==> config.mk <==
export PLATFORM = sky130hd
export DESIGN_NAME = pc_next_unit
export DESIGN_NICKNAME = d
export VERILOG_FILES = /design/src/rtl/pc_pkg.sv /design/src/rtl/pc_adder.sv /design/src/rtl/pc_next_unit.sv
export SDC_FILE = /design/constraint.sdc
export NUM_CORES = 1
export LEC_CHECK = 0
export BUFFER_PORTS_ARGS = -buffer_cell sky130_fd_sc_hd__buf_2
export CAP_MARGIN = 20
export CORE_ASPECT_RATIO = 0.5
export CORE_MARGIN = 3
export CORE_UTILIZATION = 33
export DETAILED_ROUTE_END_ITERATION = 8
export GPL_TIMING_DRIVEN = 1
export PLACE_DENSITY = 0.86
export SLEW_MARGIN = 30
export SYNTH_ARGS = -nofsm -noshare
export SYNTH_HDL_FRONTEND = slang
export SYNTH_SLANG_ARGS = --single-unit
==> constraint.sdc <==
create_clock -name clk -period 6.7 [get_ports clk]
set_input_delay 1.34 -clock clk [delete_from_list [all_inputs] [get_ports clk]]
set_output_delay 1.34 -clock clk [all_outputs]
set_load 0.03 [all_outputs]
==> src/rtl/pc_pkg.sv <==
// Shared types and constants for the program-counter unit.
// Also hosts the full-adder cell that pc_adder chains into a ripple adder.
package pc_pkg;

    typedef enum logic [1:0] {
        BOOT   = 2'd0,
        RUN    = 2'd1,
        HALTED = 2'd2
    } pc_state_t;

    localparam int unsigned PC_INC = 4;

    // Any set bit under this mask makes a redirect target misaligned.
    localparam logic [1:0] MISALIGN_MASK = 2'b11;

    // Full-adder cell: returns {carry_out, sum}.
    function automatic logic [1:0] full_add(input logic a, input logic b, input logic ci);
        logic s;
        logic co;
        s  = a ^ b ^ ci;
        co = (a & b) | (ci & (a ^ b));
        return {co, s};
    endfunction

endpackage

==> src/rtl/pc_adder.sv <==
// ADDR_W-bit ripple-carry adder built from the full-adder cell.
// The final carry-out is intentionally dropped: addresses wrap modulo 2^W.
module pc_adder
    import pc_pkg::*;
#(
    parameter int unsigned W = 8
) (
    input  logic [W-1:0] a_i,
    input  logic [W-1:0] b_i,
    input  logic         cin_i,
    output logic [W-1:0] sum_o
);

    always_comb begin
        logic       carry;
        logic [1:0] fa;
        sum_o = '0;
        carry = cin_i;
        for (int i = 0; i < int'(W); i++) begin
            fa       = full_add(a_i[i], b_i[i], carry);
            sum_o[i] = fa[0];
            carry    = fa[1];
        end
    end

endmodule

==> src/rtl/pc_next_unit.sv <==
// Program-counter unit: owns the PC register, the BOOT/RUN/HALTED sequencer
// and the sticky misaligned-target trap; drives the instruction fetch address.
module pc_next_unit
    import pc_pkg::*;
#(
    parameter int unsigned       ADDR_W    = 8,
    parameter int unsigned       IMM_W     = 64,
    parameter logic [ADDR_W-1:0] RESET_VEC = '0
) (
    input  logic              clk,
    input  logic              reset,
    input  logic              stall,
    input  logic              halt,
    input  logic              branch,
    input  logic              zero,
    input  logic              jal,
    input  logic              jalr,
    input  logic [IMM_W-1:0]  imm,
    input  logic [IMM_W-1:0]  rs1_val,
    output logic [ADDR_W-1:0] pc,
    output logic [ADDR_W-1:0] pc_plus_4,
    output logic              fetch_valid,
    output logic              trap
);

    pc_state_t         state_q, state_d;
    logic [ADDR_W-1:0] pc_q, pc_d;
    logic              trap_q, trap_d;

    logic [ADDR_W-1:0] seq_addr;
    logic [ADDR_W-1:0] br_addr;
    logic [ADDR_W-1:0] jt_sum;
    logic [ADDR_W-1:0] jt_addr;
    logic [ADDR_W-1:0] target;
    logic              taken;
    logic              misaligned;

    // Only the low ADDR_W bits of the operands reach the address adders.
    logic unused_upper;
    assign unused_upper = ^{imm[IMM_W-1:ADDR_W], rs1_val[IMM_W-1:ADDR_W]};

    pc_adder #(.W(ADDR_W)) u_seq_adder (
        .a_i   (pc_q),
        .b_i   (ADDR_W'(PC_INC)),
        .cin_i (1'b0),
        .sum_o (seq_addr)
    );

    pc_adder #(.W(ADDR_W)) u_br_adder (
        .a_i   (pc_q),
        .b_i   ({imm[ADDR_W-2:0], 1'b0}),
        .cin_i (1'b0),
        .sum_o (br_addr)
    );

    pc_adder #(.W(ADDR_W)) u_jt_adder (
        .a_i   (rs1_val[ADDR_W-1:0]),
        .b_i   (imm[ADDR_W-1:0]),
        .cin_i (1'b0),
        .sum_o (jt_sum)
    );

    assign jt_addr = {jt_sum[ADDR_W-1:1], 1'b0};

    // Redirect decode, priority jalr > jal > branch.
    always_comb begin
        target = seq_addr;
        taken  = 1'b0;
        if (jalr) begin
            target = jt_addr;
            taken  = 1'b1;
        end else if (jal) begin
            target = br_addr;
            taken  = 1'b1;
        end else if (branch) begin
            target = br_addr;
            taken  = zero;
        end
    end

    assign misaligned = taken && ((target[1:0] & MISALIGN_MASK) != 2'b00);

    always_ff @(posedge clk or posedge reset) begin
        if (reset) begin
            state_q <= BOOT;
            pc_q    <= RESET_VEC;
            trap_q  <= 1'b0;
        end else begin
            state_q <= state_d;
            pc_q    <= pc_d;
            trap_q  <= trap_d;
        end
    end

    always_comb begin
        state_d = state_q;
        pc_d    = pc_q;
        trap_d  = trap_q;
        unique case (state_q)
            BOOT: state_d = RUN;
            RUN: begin
                if (halt) begin
                    state_d = HALTED;
                end else if (misaligned) begin
                    state_d = HALTED;
                    trap_d  = 1'b1;
                end else if (stall) begin
                    // Redirect dropped; the decoder re-presents it.
                    pc_d = pc_q;
                end else if (taken) begin
                    pc_d = target;
                end else begin
                    pc_d = seq_addr;
                end
            end
            HALTED:  state_d = HALTED;
            default: state_d = BOOT;
        endcase
    end

    always_comb begin
        fetch_valid = (state_q == RUN) && !stall;
        trap        = trap_q;
        pc          = pc_q;
        pc_plus_4   = seq_addr;
    end

endmodule
==> run summary <==
• no — unrepaired setup endpoints after global routing
• 828 — number of global-route vias before repair
• 0.250 — proportion of netlist area held by the largest area contributor
• 87.7 µm — die span in x
• 2 — number of stages on the worst hold path
• 262 — net count of the mapped netlist
• 12.6 µm — routed wire length per instance
• dfrtp_1, fa_1, ha_1, mux2_2, inv_1 — dominant cells by area after synthesis
• 0.00310 mm² — core area
• 0 — number of DRC violations after detailed routing
• 275 µm² — storage element area
• reg2reg — worst min path class
• finished clean — run status
• input port — type of origin of the critical path
• 0 — DRT antenna net count
• 0 — total global routing overflow
• 3.42 ns — Worst R2R Setup Slack
• 0 — number of antenna violations at the first check in global routing
• 303 — final net count
• 41 — number of input and output port buffers inserted
• trap$_DFFE_PP0P_ — Worst Hold Launch
• 46.8 µm — Die Ht
• 184 — placed cells
• 0.456 ns — Hold WS
• 10.2 µm² — Avg Synthesized Cell Area
• 4.18 ns — arrival time of the worst setup path
• 154 — count of boundary I/O pins
• 0 — number of warning messages in the yosys log
• pc[6]$_DFFE_PP0P_ — endpoint of the most critical register-to-register path
• 4 — detailed-router iteration count before antenna repair
• 1 — H-tree level count
• flop — critical path endpoint category
• 0.00110 mm² — synthesized area
• 0.605 — part of the cycle the worst path needs
• 161 µm — met3 routed WL
• 0.539 ns — Slew @ Worst Pin
• 0.00110 ns — Worst Skew
• 14 — Std-Cell Rows
• 247 MHz — Peak Freq
• pc[1]$_DFFE_PP0P_ — startpoint of the most critical register-to-register path
• 0 — count of instances resized after the clock tree is built
• 188 — count of non-filler cells in the finished layout
• 955 µm — metal1 wirelength
• 918 — total vias in the final route
• 349 mW/mm² — power density normalized to cell area
• 3 — clock buffers created by TritonCTS
• 5 — number of buffers and inverters on the critical path
• adder cells — delay-heaviest family, CP
• buf_2 -> inv_1 -> fa_1 -> inv_1 -> fa_1 -> fa_1 -> inv_1 -> fa_1 -> inv_1 -> fa_1 -> fa_1 -> nand2b_1 -> o311ai_0 -> nand2_1 -> mux2_2 — cell-by-cell listing of the critical path
• dfrtp_1 — flip-flop cell with the highest count after synthesis
• in2reg — critical path type
• 0.00411 mm² — Die Outline Area
• 0.105 mV — worst IR drop on VDD
• 0.119 — overall track demand over capacity in global routing
• clkbuf_8 — root buffer selected by CTS
• 1240 µm — length of routed met2 wiring
• 0.24 ns — latest clock arrival within the worst-skew pair
• 11 — cell depth of the worst flop-to-flop path
• 0 — CTS hold repair buffers
• 6.83 ns — endpoint required time on the critical path
• 108 — Post-Syn Instances
• 4.05 ns — shortest period the worst path allows
• 0.697 nW — leakage power of the design
• 23.9% — Area Growth Syn to Fin
• 4.88 — routed vias/inst
• met4 — uppermost metal layer occupied by signal nets
• 2 — maximum clock path buffer count
• 724 µm² — area used by multi-input combinational logic
• 0 — final hold vios
• 0.05 ns — clock-pin slew reported for the worst setup and hold paths after clock tree synthesis
• 0 — max capacitance violation total
• 2370 µm — total length of routed wires
• 1.00 — async set or reset register ratio after synthesis
• 2040 µm — dpl hpwl
• 22 — pin count of the biggest net entering global routing
• 0 — count of flip-flops with a built-in enable after synthesis
• 0.789 — GP Congestion
• 0.355 — Initial Utilization
• fa_1 — library cell contributing the largest single delay on the critical path
• done — TritonCTS clock tree
• 11 — Sink Count
• inv_1, dfrtp_1, fa_1 — Commonest cells post-synth
• 0 ns — final sum of negative setup slack
• 0 — number of max-slew violations in the final report
• 0 — Finish-stage setup viols
• 0.631 — normalized max-slew margin
• 0.440 — Post-Route Utilization
• 298 — filler cell count in the final layout
• inv_1 — most common cell in the netlist
• trap$_DFFE_PP0P_ — Worst Hold Endpoint
• 2 — largest fanout of any net on the critical path
• 0.372 — fraction of final layout cells sized beyond drive strength 1
• 0.250 — share of synthesized area occupied by flip-flops and latches
• 34 — Cell variety after synth
• 11 — flops & latches, synth
• 3730 µm — first-pass GRT wire length
• fa_1 — most frequent cell on the critical path
• 0 — Antenna Diode Count
• 0.42 ns — maximum cell stage delay along the critical path
• 0 — total setup buffers inserted after CTS
• dfrtp_1 — Synth area leader
• 24 — First DRT Iteration DRCs
routing by layer:
layer / vias to the layer above / global-route usage
met4: 0 / 0.0275
met2: 25 / 0.213
met5: - / 0
met1: 440 / 0.143
li1: 450 / -
met3: 3 / 0.0420
registers in the layout (all words and copies together) (netlist names):
register,flops
pc,8
state_q,2
trap,1
kinds of logic after synthesis:
logic type	after synthesis	synth area share
buf+inv	22	0.0920
mux	6	0.0614
compound gates	27	0.191
xor+xnor	4	0.0318
fa+ha+maj	18	0.280
simple gates	20	0.0943
flops	11	0.250
how the worst max path moves through the flow:
stage | startpoint | depth (start not counted) | slack (ns) | end
4_1_cts | imm[1] | 15 | 2.61 | pc[6]$_DFFE_PP0P_
6_report | imm[1] | 15 | 2.65 | pc[6]$_DFFE_PP0P_
3_5_place_dp | imm[1] | 15 | 2.36 | pc[6]$_DFFE_PP0P_
5_1_grt | imm[1] | 15 | 2.48 | pc[6]$_DFFE_PP0P_
3_3_place_gp | imm[1] | 15 | 2.43 | pc[6]$_DFFE_PP0P_
2_1_floorplan | imm[0] | 12 | 2.65 | pc[7]$_DFFE_PP0P_
report_power, final:
part	switching [mW]	leakage (nW)	internal, mW
Combinational	0.180	0.540	0.110
Sequential	0.0273	0.134	0.0906
Clock	0.0261	0.0228	0.0419
Total	0.234	0.697	0.242
through the flow:
step                      instance area [µm²]  power (mW)  worst slack, ns
after global routing                     1360       0.515             2.48
after CTS                                1360       0.483             2.61
after global placement                   1320       0.399             2.43
final                                    1360       0.476             2.65
after detailed placement                 1320       0.415             2.36
after floorplan                          1100       0.335             2.65
layout make-up:
cell class | count | area share
multi-input combinational | 75 | 0.531
sequential | 11 | 0.202
timing repair buffer | 41 | 0.150
inverter | 17 | 0.0468
tap | 40 | 0.0367
clock buffer | 4 | 0.0330
worst min-delay path, stage by stage (launching register included):
cell and delay [ns]:
dfrtp_1 0.33, inv_1 0.04, o31ai_1 0.05
cell usage in the layout (no fill, tap or decap):
cell type   n
nor2_1      2
mux2_2      6
a21boi_0    2
o2bb2ai_1   1
a221o_1     1
xnor2_1     2
nor2_2      1
or3b_2      1
o311ai_0    3
a211o_2     1
a31oi_1     1
nor4b_1     1
buf_2      41
a211oi_1    1
o21a_1      1
clkbuf_8    3
clkbuf_1    1
nand2b_1    4
a22o_2      1
xor2_1      2
ha_1        7
a2111o_1    1
inv_1      17
o21ai_0     2
o31ai_1     3
a21oi_1     6
nor2b_1     1
nand2_1     9
nor3b_1     1
o211ai_1    1
a21boi_4    1
fa_1       11
a2111oi_0   1
dfrtp_1    11
Note: power is estimated with default switching activity, not from simulation.
